<file path="config.mk">
export PLATFORM = sky130hd
export DESIGN_NAME = stream_matrix_transpose_flat
export DESIGN_NICKNAME = d
export VERILOG_FILES = /design/src/rtl/stream_matrix_transpose_if.sv /design/src/rtl/stream_matrix_transpose.sv /design/src/flat_wrapper.sv
export SDC_FILE = /design/constraint.sdc
export NUM_CORES = 1
export LEC_CHECK = 0
export ABC_AREA = 1
export BUFFER_PORTS_ARGS = -buffer_cell sky130_fd_sc_hd__buf_2
export CAP_MARGIN = 20
export CORE_MARGIN = 2
export CORE_UTILIZATION = 35
export CTS_CLUSTER_SIZE = 24
export DETAILED_ROUTE_END_ITERATION = 12
export PLACE_DENSITY = 0.63
export SYNTH_ARGS = -nofsm -noshare
export SYNTH_HDL_FRONTEND = slang
export SYNTH_SLANG_ARGS = --single-unit
</file>
<file path="constraint.sdc">
create_clock -name clk -period 7.9 [get_ports clk]
set_input_delay 1.58 -clock clk [delete_from_list [all_inputs] [get_ports clk]]
set_output_delay 1.58 -clock clk [all_outputs]
set_load 0.05 [all_outputs]
</file>
<file path="src/rtl/stream_matrix_transpose_if.sv">
// Row-in / beat-out stream bundle for the matrix transpose block.
// The slave modport is the block's view; the master modport is the driver's view.
interface stream_matrix_transpose_if #(
  parameter int WIDTH = 8,
  parameter int ROWS  = 4,
  parameter int COLS  = 4
);
  localparam int MAXD  = (ROWS > COLS) ? ROWS : COLS;
  localparam int OUT_W = MAXD * WIDTH;

  logic                    ctrl;
  logic                    in_valid;
  logic                    in_ready;
  logic [COLS*WIDTH-1:0]   in_data;
  logic                    out_valid;
  logic                    out_ready;
  logic [OUT_W-1:0]        out_data;
  logic                    out_last;
  logic                    out_mode;

  modport slave (
    input  ctrl, in_valid, in_data, out_ready,
    output in_ready, out_valid, out_data, out_last, out_mode
  );

  modport master (
    output ctrl, in_valid, in_data, out_ready,
    input  in_ready, out_valid, out_data, out_last, out_mode
  );
endinterface

</file>
<file path="src/rtl/stream_matrix_transpose.sv">
// Streaming ROWS x COLS matrix transpose with ping-pong banks.
// One bank fills a row per beat while the other drains a column (transpose)
// or a row (pass-through) per beat, so back-to-back matrices flow without gaps.
module stream_matrix_transpose #(
  parameter int WIDTH = 8,
  parameter int ROWS  = 4,
  parameter int COLS  = 4
) (
  input  logic                     clk,
  input  logic                     rst,
  stream_matrix_transpose_if.slave s
);
  localparam int MAXD  = (ROWS > COLS) ? ROWS : COLS;
  localparam int OUT_W = MAXD * WIDTH;
  localparam int RW    = (ROWS > 1) ? $clog2(ROWS) : 1;
  localparam int BW    = (MAXD > 1) ? $clog2(MAXD) : 1;

  logic [1:0]       full_reg;
  logic [1:0]       mode_reg;
  logic             wr_sel_reg;
  logic             rd_sel_reg;
  logic [RW-1:0]    wr_row_reg;
  logic [BW-1:0]    rd_beat_reg;

  logic             wr_ok;
  logic             wr_fire;
  logic             wr_last;
  logic             rd_valid;
  logic             rd_fire;
  logic             rd_last;
  logic             cur_mode;
  logic [BW-1:0]    last_beat;
  logic [OUT_W-1:0] bank_beat [2];

  // Ready is forced low during reset so no row is taken into a bank being cleared.
  assign wr_ok     = !rst && !full_reg[wr_sel_reg];
  assign wr_fire   = s.in_valid && wr_ok;
  assign wr_last   = (wr_row_reg == RW'(ROWS - 1));

  assign rd_valid  = full_reg[rd_sel_reg];
  assign cur_mode  = mode_reg[rd_sel_reg];
  assign last_beat = cur_mode ? BW'(COLS - 1) : BW'(ROWS - 1);
  assign rd_last   = (rd_beat_reg == last_beat);
  assign rd_fire   = rd_valid && s.out_ready;

  assign s.in_ready  = wr_ok;
  assign s.out_valid = rd_valid;
  assign s.out_last  = rd_valid && rd_last;
  assign s.out_mode  = cur_mode;
  // Banks are not reset, so the beat is gated to keep the bus X-free when idle.
  assign s.out_data  = rd_valid ? bank_beat[rd_sel_reg] : '0;

  for (genvar gi = 0; gi < 2; gi++) begin : g_bank
    logic [WIDTH-1:0] bank_mem [ROWS][COLS];
    logic [OUT_W-1:0] beat;

    // Capture the incoming row into this bank when it is the write target.
    always_ff @(posedge clk) begin
      if (wr_fire && (wr_sel_reg == 1'(gi))) begin
        for (int j = 0; j < COLS; j++) begin
          bank_mem[wr_row_reg][j] <= s.in_data[j*WIDTH +: WIDTH];
        end
      end
    end

    // Select the current beat: column rd_beat when transposing, row rd_beat otherwise.
    always_comb begin
      beat = '0;
      for (int r = 0; r < ROWS; r++) begin
        for (int c = 0; c < COLS; c++) begin
          if (mode_reg[gi]) begin
            if (c == int'(rd_beat_reg)) beat[r*WIDTH +: WIDTH] = bank_mem[r][c];
          end else begin
            if (r == int'(rd_beat_reg)) beat[c*WIDTH +: WIDTH] = bank_mem[r][c];
          end
        end
      end
    end

    assign bank_beat[gi] = beat;
  end

  // Write pointer, read pointer, per-bank full flags and latched modes.
  // Fill and drain always target different banks, so both may update in one cycle.
  always_ff @(posedge clk) begin
    if (rst) begin
      full_reg    <= '0;
      mode_reg    <= '0;
      wr_sel_reg  <= 1'b0;
      rd_sel_reg  <= 1'b0;
      wr_row_reg  <= '0;
      rd_beat_reg <= '0;
    end else begin
      if (wr_fire) begin
        if (wr_row_reg == '0) mode_reg[wr_sel_reg] <= s.ctrl;
        if (wr_last) begin
          full_reg[wr_sel_reg] <= 1'b1;
          wr_row_reg           <= '0;
          wr_sel_reg           <= !wr_sel_reg;
        end else begin
          wr_row_reg <= wr_row_reg + RW'(1);
        end
      end
      if (rd_fire) begin
        if (rd_last) begin
          full_reg[rd_sel_reg] <= 1'b0;
          rd_beat_reg          <= '0;
          rd_sel_reg           <= !rd_sel_reg;
        end else begin
          rd_beat_reg <= rd_beat_reg + BW'(1);
        end
      end
    end
  end
endmodule

</file>
<file path="src/flat_wrapper.sv">
// flat-port wrapper written by rule: the top's interface ports become plain ports
module stream_matrix_transpose_flat 
#(
  parameter int WIDTH = 8,
  parameter int ROWS  = 4,
  parameter int COLS  = 4
)
  (clk, rst, s_ctrl, s_in_valid, s_in_data, s_out_ready, s_in_ready, s_out_valid, s_out_data, s_out_last, s_out_mode);
  stream_matrix_transpose_if #(.WIDTH(WIDTH), .ROWS(ROWS), .COLS(COLS)) s_i ();
  input  logic clk;
  input  logic rst;
  input wire logic [$bits(s_i.ctrl)-1:0] s_ctrl;
  input wire logic [$bits(s_i.in_valid)-1:0] s_in_valid;
  input wire logic [$bits(s_i.in_data)-1:0] s_in_data;
  input wire logic [$bits(s_i.out_ready)-1:0] s_out_ready;
  output wire logic [$bits(s_i.in_ready)-1:0] s_in_ready;
  output wire logic [$bits(s_i.out_valid)-1:0] s_out_valid;
  output wire logic [$bits(s_i.out_data)-1:0] s_out_data;
  output wire logic [$bits(s_i.out_last)-1:0] s_out_last;
  output wire logic [$bits(s_i.out_mode)-1:0] s_out_mode;
  assign s_i.ctrl = s_ctrl;
  assign s_i.in_valid = s_in_valid;
  assign s_i.in_data = s_in_data;
  assign s_i.out_ready = s_out_ready;
  assign s_in_ready = s_i.in_ready;
  assign s_out_valid = s_i.out_valid;
  assign s_out_data = s_i.out_data;
  assign s_out_last = s_i.out_last;
  assign s_out_mode = s_i.out_mode;
  stream_matrix_transpose #(.WIDTH(WIDTH), .ROWS(ROWS), .COLS(COLS)) u_core (.clk(clk), .rst(rst), .s(s_i));
endmodule
</file>
== Yosys cells after proc, flatten, opt, wreduce, memory -nomap -nowiden ==
Memory sizes are Yosys's and may differ from the RTL's.
Index checks and enable logic that the tools add are counted.
W data, S select, Z words.

* Bits in registers: 10
* RAM bits: 256
* Input bits: 37
* Output and inout port bits: 36
* Word-level logic and storage cells: 172
* Memories: 2

{| class="wikitable"
|+ Memories
! name !! words !! bits a word !! rd ports !! clocked after Yosys merged registers in !! wr ports !! line !! source
|-
| u_core.g_bank[0].bank_mem || 4 || 32 || 4 || 0 || 1 || stream_matrix_transpose.sv:54 || <nowiki>logic [WIDTH-1:0] bank_mem [ROWS][COLS];</nowiki>
|-
| u_core.g_bank[1].bank_mem || 4 || 32 || 4 || 0 || 1 || stream_matrix_transpose.sv:54 ||
|}

* Add/subtract/negate cells: 2
* $lt $le $gt $ge: 5
* Eq/ne operators: 5
* Muxes and demuxes: 130
* Bitwise logic cells: 5
* Reduce and logical (&&, ||, !) cells: 17

{| class="wikitable"
|+ Operators with widths
! cell !! number
|-
| $mux W8 || 104
|-
| $mux W32 || 4
|-
| $mux W2 || 7
|-
| $mux W1 || 12
|-
| $logic_and A1 B1 Y1 || 8
|-
| $reduce_and A2 Y1 || 3
|-
| $add A2 B1 Y2 const B || 2
|-
| $eq A2 B2 Y1 const A || 2
|-
| $eq A2 B2 Y1 const B || 2
|-
| $logic_not A1 Y1 || 4
|-
| $logic_not A2 Y1 || 2
|-
| $lt A1 B2 Y1 const B || 2
|-
| $and A2 B2 Y2 || 1
|-
| $bwmux W2 || 1
|-
| $demux W1 S1 || 2
|-
| $eq A1 B2 Y1 const A || 1
|-
| $ge A1 B1 Y1 const B || 2
|-
| $ge A2 B2 Y1 const B || 1
|-
| $not A1 Y2 || 1
|-
| $not A2 Y2 || 1
|-
| $or A2 B2 Y2 || 1
|-
| $not A1 Y1 || 1
|}

== Longest topological paths before layout ==
Gate-level depths: netlist (run 1).

* Depth in word-level cells: 18
* Gate-level depth with buffers: 16
* Gate-level depth less buffers: 14

== Least setup slack after synthesis (run 1) ==
Ideal clock, no wire load.

* Path kind: input port to flip-flop
* Start: in rst
* End: mem u_core.g_bank[0].bank_mem[3][0] in the netlist's numbering (enable)
* Library setup time: 0.422 ns
* Data arrival time: 4.124 ns
* Slack: 3.353 ns
* Cell stages on the path: 7
* Cells stage by stage: inv_1 -> nand2_1 -> a21oi_2 -> nand2_1 -> nor2_1 -> inv_1 -> nor2_1

* Longest elaborated chain between the ends: 6

{| class="wikitable"
|+ RTL lines
! element !! line !! source
|-
| start, declared || flat_wrapper.sv:11 || <nowiki>input logic rst;</nowiki>
|-
| $logic_not A1 Y1 || stream_matrix_transpose.sv:36 || <nowiki>assign wr_ok = !rst && !full_reg[wr_sel_reg];</nowiki>
|-
| $logic_and A1 B1 Y1 || stream_matrix_transpose.sv:36 ||
|-
| net s_in_ready || flat_wrapper.sv:16 || <nowiki>output wire logic [$bits(s_i.in_ready)-1:0] s_in_ready;</nowiki>
|-
| $logic_and A1 B1 Y1 || stream_matrix_transpose.sv:37 || <nowiki>assign wr_fire = s.in_valid && wr_ok;</nowiki>
|-
| $logic_and A1 B1 Y1 || stream_matrix_transpose.sv:59 || <nowiki>if (wr_fire && (wr_sel_reg == 1'(gi))) begin</nowiki>
|-
| $mux W1 || stream_matrix_transpose.sv:59 ||
|-
| $mux W1 (not written as such) || stream_matrix_transpose.sv:61 || <nowiki>bank_mem[wr_row_reg][j] <= s.in_data[j*WIDTH +: WIDTH];</nowiki>
|-
| end, declared || stream_matrix_transpose.sv:54 ||
|}

The timed path passes the listed nets, and every way through them passes these cells.

== Worst setup path in the final report (run 1) ==
* Start: reg u_core.rd_beat_reg[0]
* End: out s_out_data[9]

* Longest elaborated chain between the ends: 18
* Elaborated cells between the ends (all ways): 34
* Classes of those cells: 3 x eq/ne; 30 x mux; 1 x reduce/logical

{| class="wikitable"
|+ RTL lines
! element !! line !! source
|-
| start, declared || stream_matrix_transpose.sv:23 || <nowiki>logic [BW-1:0] rd_beat_reg;</nowiki>
|-
| start signal, assigned || stream_matrix_transpose.sv:110 || <nowiki>rd_beat_reg <= rd_beat_reg + BW'(1);</nowiki>
|-
| $logic_not A2 Y1 || stream_matrix_transpose.sv:72, stream_matrix_transpose.sv:74 ||
|-
| $mux W8 || stream_matrix_transpose.sv:74 || <nowiki>if (r == int'(rd_beat_reg)) beat[c*WIDTH +: WIDTH] = bank_mem[r][c];</nowiki>
|-
| $mux W8 || stream_matrix_transpose.sv:71 || <nowiki>if (mode_reg[gi]) begin</nowiki>
|-
| $mux W8 || stream_matrix_transpose.sv:72 || <nowiki>if (c == int'(rd_beat_reg)) beat[r*WIDTH +: WIDTH] = bank_mem[r][c];</nowiki>
|-
| $mux W8 || stream_matrix_transpose.sv:71 ||
|-
| $mux W8 || stream_matrix_transpose.sv:72, stream_matrix_transpose.sv:74 ||
|-
| $mux W8 || stream_matrix_transpose.sv:72 ||
|-
| $mux W8 || stream_matrix_transpose.sv:71 ||
|-
| $mux W8 || stream_matrix_transpose.sv:72 ||
|-
| $mux W8 || stream_matrix_transpose.sv:71 ||
|-
| $mux W8 || stream_matrix_transpose.sv:74 ||
|-
| $mux W8 || stream_matrix_transpose.sv:71 ||
|-
| $mux W8 || stream_matrix_transpose.sv:74 ||
|-
| $mux W8 || stream_matrix_transpose.sv:71 ||
|-
| $mux W32 (not written as such) * (3 in a row) || stream_matrix_transpose.sv:51 || <nowiki>assign s.out_data = rd_valid ? bank_beat[rd_sel_reg] : '0;</nowiki>
|-
| $mux W32 * || stream_matrix_transpose.sv:51 ||
|-
| end, declared || flat_wrapper.sv:18 || <nowiki>output wire logic [$bits(s_i.out_data)-1:0] s_out_data;</nowiki>
|}

Every way passes the cells marked *; elsewhere a longest branch is shown, timed or not. The select of a mux whose other input is x is not followed.

==> metrics, run 1 <==
Port Buf Inserts=72; Seq/Total Area, Yosys=0.5695; FF-to-FF Start=u_core.rd_sel_reg; VDD IR max=0.1612 mV; CP Launch Type=flop; Clock Sinks=266; Antenna Nets Post-Route=0; WS Path Type=flop to primary output; initial DRC count=1,415; Total Wirelength=52,200 µm; Setup Fix Bufs, Post-CTS=0; DR WL/cell=23.54 µm; crit-path max FO=25; IO Count=73; CTS tree=yes; Critical Path AT=4200 ps; post-route clock period utilization=0.7323; Syn Nets=1,678; first-pass GRT wire length=75,620 µm; Worst Hold Class=flop to flop; Initial Util=0.3567; clk_lat worst skew=580 ps; cells after synthesis=1,632; core area=38,830 µm²; Synth Register Bits=266; post-CTS sizing=0; drt via density=5.372; share of cells above drive strength 1=0.1014; Placed Cells=2,162; YS warnings=0; Avg Cell Area, Syn=8.486 µm²; outcome=finished clean; Post-CTS Hold Fix Bufs=0; via count=11.91k; max cap viols=0; Final Setup Violations=0; # fillers=3,919; clock root buffer=clkbuf_16; Achievable Freq=0.1729 GHz; PwrDens=196.9 nW/µm²; Non-Filler Instances=2,218; Leak=0.006581 µW; area of the multi-input gates=4701 µm²; Post-synth EDFFs=256; fin crit period=5785 ps; worst-case clock buffer depth=3; Synth area leaders=edfxtp_1, nand2_1, nor2_1, inv_1, o21ai_0; CP endpoint kind=primary output; die width=202.9 µm; Final Util=0.3991; Placer Congestion=0.9459; area delta synth->final=11.90%; setup_tns=0 ps; H-tree Lvls=1; flop-to-flop setup slack=5120 ps; Biggest register=u_core.g_bank.bank_mem; vias in the first global route=11.62k; Detailed Place HPWL=34,660 µm; Max-slew headroom=0.2252; layout net count=1,722; ys async rst share=0; GRT Total Usage=0.2511; DRC=0; initial antenna violation count=2; Slew Limit Fails=0; Reg area=7888 µm²; Reg clk slew, reported paths=60 ps; total gr overflow=0; post-synth top area share=0.5551; cell taking the most area after synthesis=edfxtp_1; largest net degree at the start of global routing=49; DR pass1 iterations=6; max reg flops=256; final hold vios=0; distinct cell type count after synthesis=32; Tightest Pin Transition=1161 ps; Chip Height=202.9 µm; RSZ-0062 raised after global routing=no; Die Footprint=41,180 µm²; CP required=6320 ps; CP Launch Point=u_core.rd_beat_reg[0]; Main synth FF type=edfxtp_1; clk_skew=24.71 ps; Num CTS Buffers=30; Rows=72; Hold Startpoint=u_core.full_reg[1]; synthesized cell area=13,850 µm²
## cell usage after synthesis (3+ instances only)
cell type / number
buf_4: 14
nor2_1: 202
ha_1: 9
buf_2: 27
dfxtp_1: 10
nand2_2: 6
nand3_1: 103
nor2_4: 6
inv_1: 200
inv_2: 13
clkbuf_1: 22
o21ai_1: 13
nand2_1: 505
nand2_4: 3
a21oi_1: 69
or2_2: 8
edfxtp_1: 256
buf_6: 13
o21ai_0: 140
## per-stage QoR
stage / total power [µW] / setup slack (ps) / hold slack (ps) / instance area, µm²
6_report: 3052 / 2115 / 514.0 / 15500
5_1_grt: 3133 / 1984 / 561.0 / 15490
4_1_cts: 3058 / 2143 / 505.2 / 15490
3_5_place_dp: 1758 / 2766 / 492.2 / 14590
3_3_place_gp: 1755 / 2764 / 486.2 / 14530
2_1_floorplan: 1678 / 3353 / 463.7 / 13850
## layer usage
layer	part of all wire	GRT usage	wire (µm)	vias to the layer above
met5	0	0	0	-
met4	0.054	0.1254	2818	0
met3	0.081	0.03130	4233	156
met2	0.49	0.4327	25480	688
met1	0.38	0.3109	19670	5727
li1	-	-	-	5343
## cells in the final DEF (no fill, tap or decap), types with 16 or more instances in the layout
| cell type | count |
|---|---|
| clkbuf_16 | 30 |
| nor2_1 | 197 |
| a21oi_1 | 69 |
| buf_2 | 72 |
| o21ai_0 | 140 |
| inv_1 | 200 |
| edfxtp_1 | 256 |
| nand3_1 | 103 |
| nand2_1 | 505 |
| buf_4 | 16 |
## report_power, final
group | internal (µW) | switching [µW] | leakage (µW)
Clock | 750 | 571 | 0.000439
Combinational | 36.9 | 120 | 0.00375
Sequential | 1560 | 10.0 | 0.00239
## worst max-delay path: stages, from the launching register on
cell and delay (ps):
dfxtp_1 340, inv_1 130, ha_1 160, buf_4 320, nand2_2 480, inv_1 970
nor2_1 270, nand2_1 140, nand2_1 70, nand2_1 60, nand2_1 50, nand2_1 60
nand2_1 90, nand2_1 180, inv_1 60, buf_2 210
## kinds of logic (layout without fill, tap and decap cells)
kind of cell	after synthesis	after routing	synth area share
adder cells (fa/ha/maj)	9	9	0.008131
AND/OR/NAND/NOR	838	838	0.2456
AO/OA/AOI/OAI	226	226	0.08239
buffers and inverters	293	358	0.09432
flip-flops	266	266	0.5695
other	0	3	0
## cell type report
type | instances | share of cell area
multi-input combinational | 1073 | 0.3033
clock buffer | 34 | 0.04941
tap | 518 | 0.04182
antenna | 3 | 0.0004844
inverter | 214 | 0.05216
clock inverter | 19 | 0.008962
timing repair buffer | 91 | 0.03488
sequential | 266 | 0.5090
## final timing paths
path	end	depth (start not counted)
worst max-delay path	s_out_data[9]	15
worst min-delay path	u_core.full_reg[1]	2
worst max register to register	u_core.rd_beat_reg[0]	9
worst min register to register	u_core.full_reg[1]	2
No activity file was read; power rests on OpenSTA's default activity.
==> inputs of run 2 (changes only) <==
--- a/config.mk
+++ b/config.mk
@@ -12,7 +12,7 @@
 export CORE_UTILIZATION = 35
 export CTS_CLUSTER_SIZE = 24
 export DETAILED_ROUTE_END_ITERATION = 12
-export PLACE_DENSITY = 0.63
+export PLACE_DENSITY = 0.64
 export SYNTH_ARGS = -nofsm -noshare
 export SYNTH_HDL_FRONTEND = slang
 export SYNTH_SLANG_ARGS = --single-unit
==> constraint.sdc (replaced) <==
create_clock -name clk -period 5.11 [get_ports clk]
set_input_delay 1.022 -clock clk [delete_from_list [all_inputs] [get_ports clk]]
set_output_delay 1.022 -clock clk [all_outputs]
set_load 0.05 [all_outputs]
==> run 2 against run 1 <==
  * Count of clock-buffer cells in the layout fell by 2
  * Sequential cell count did not move
  * Register-to-register slack got worse by 3000 ps
  * Worst hold slack improved by 5.6 ps
  * Critical path depth fell by 3
==> metrics, run 2 (synthesis gave the netlist of run 1 again) <==
WS Path Type=flop to primary output; post-route clock period utilization=0.9328; CP Launch Type=flop; initial antenna violation count=0 (-2); CP endpoint kind=primary output; Setup Fix Bufs, Post-CTS=0 (unchanged); worst path cell trace=ha_1 > buf_4 > nand2_2 > inv_1 > nor2_1 > nand2_1 > nand2_1 > nand2_1 > nand2_1 > a21oi_1 > nor2_1 > buf_2; Die Footprint=41,180 µm² (unchanged); clk_lat worst skew=580 ps (about the same); largest stage delay on the critical path=610 ps (-360 ps); Worst Hold Class=flop to flop; final hold vios=0 (unchanged); Placed Area=14,640 µm² (+0.39%); first-pass GRT wire length=74,840 µm (-1.0%); post-CTS sizing=0 (unchanged); Port Buf Inserts=72 (unchanged); DR pass1 iterations=7 (+1); largest net degree at the start of global routing=35 (-29%); crit-path max FO=26 (+4.0%); Placer Congestion=0.9684 (+2.4%); Antenna Nets Post-Route=0 (unchanged); clock root buffer=clkbuf_16; max reg flops=256 (unchanged); die width=202.9 µm (unchanged); Clock Sinks=266 (unchanged); clk_skew=24.44 ps (-0.2720 ps); fin crit period=4766 ps; initial DRC count=1,512 (+6.9%); flop-to-flop setup slack=2140 ps (-2980 ps); DRC=0 (unchanged); Num CTS Buffers=30 (unchanged); Rows=72 (unchanged); layout net count=1,733 (+0.64%); PwrDens=312.6 nW/µm² (+59%); fin worst setup slack=343.6 ps (-1771 ps); Tightest Pin Transition=1097 ps (-64.03 ps); DR WL/cell=23.47 µm (-0.30%); via count=11.99k (+0.62%); worst hold slack=519.6 ps (+5.617 ps); most numerous cell on the critical path=nand2_1; most frequent cells in the layout=nand2_1, edfxtp_1, inv_1; Post-CTS Hold Fix Bufs=0 (unchanged); outcome=finished clean; Non-Filler Instances=2,229 (+0.50%); Biggest register=u_core.g_bank.bank_mem; max cap viols=0 (unchanged); worst slack, placed=1006 ps (-1760 ps); GRT Total Usage=0.2497 (-0.001444); share of cells above drive strength 1=0.1134 (+0.01203); Reg clk slew, reported paths=60 ps (about the same); Hold Startpoint=u_core.full_reg[1]; commonest non-fill, non-tap cell in the layout=nand2_1; CTS tree=yes; core area=38,830 µm² (unchanged); Initial Util=0.3567 (unchanged); Critical Path AT=3740 ps (-460 ps); drt via density=5.378 (+0.12%); vias in the first global route=11.53k (-0.79%); worst-case clock buffer depth=3 (unchanged); setup_tns=0 ps (unchanged); total gr overflow=0 (unchanged); cell area after layout=15,680 µm² (+1.2%); Achievable Freq=0.2098 GHz; Placed Cells=2,172 (+0.46%); Max-slew headroom=0.2680 (+0.04273); IO Count=73 (unchanged); area delta synth->final=13.23%; Total Wirelength=52,300 µm (+0.19%); # fillers=3,881 (-0.97%); critical path's slowest cell=inv_1; CP Launch Point=u_core.rd_beat_reg[0]; Antenna Cells=0 (-3); CP required=4090 ps (-2230 ps); Chip Height=202.9 µm (unchanged); Detailed Place HPWL=35,450 µm (+2.3%); Final Setup Violations=0 (unchanged); Slew Limit Fails=0 (unchanged); RSZ-0062 raised after global routing=no; Leak=0.006693 µW (+1.7%); H-tree Lvls=1 (unchanged); VDD IR max=0.2563 mV (+59%); FF-to-FF Start=u_core.rd_sel_reg
## run 2: power by group
| group | total, µW | internal (µW) | switching [µW] |
|---|---|---|---|
| clock network | 2230 | 1320 | 908 |
| registers | 2430 | 2420 | 13.7 |
| logic | 243 | 58.4 | 185 |
## run 2: path summary, 6_finish.rpt
path,end,cells after the start
worst min register to register,u_core.full_reg[1],2
worst max-delay path,s_out_data[2],12
worst max register to register,u_core.rd_beat_reg[1],8
worst min-delay path,u_core.full_reg[1],2
## run 2: worst max-delay path, delay by kind of cell (launching register included)
kind	cells	cell delay (ps)
buf+inv	3	1180
flops	1	340
simple gates	7	1320
fa+ha+maj	1	220
compound gates	1	80
## run 2: stage by stage
step / utilization / power [µW]
2_1_floorplan: - / 2594
3_3_place_gp: 0.3764 / 2710
3_5_place_dp: 0.3771 / 2713
4_1_cts: 0.4032 / 4909
5_1_grt: 0.4039 / 5015
6_report: 0.4039 / 4903
## run 2: cell type report
| type | instances | area (µm²) | share of cell area |
|---|---|---|---|
| clock buffers | 32 | 758.2 | 0.04835 |
| repair buffers | 102 | 625.6 | 0.03989 |
| flip-flops and latches | 266 | 7888 | 0.5030 |
| well taps | 518 | 648.1 | 0.04133 |
| clock inverters | 24 | 252.7 | 0.01612 |
| inverters | 214 | 808.3 | 0.05154 |
| multi-input cells | 1073 | 4701 | 0.2998 |
## run 2: routing by layer
metal / wire (µm) / vias to the layer above / global-route usage
met5: 0 / - / 0
met4: 3653 / 0 / 0.1515
met3: 4135 / 196 / 0.03002
met2: 24810 / 702 / 0.4184
met1: 19700 / 5730 / 0.3092
li1: - / 5360 / -
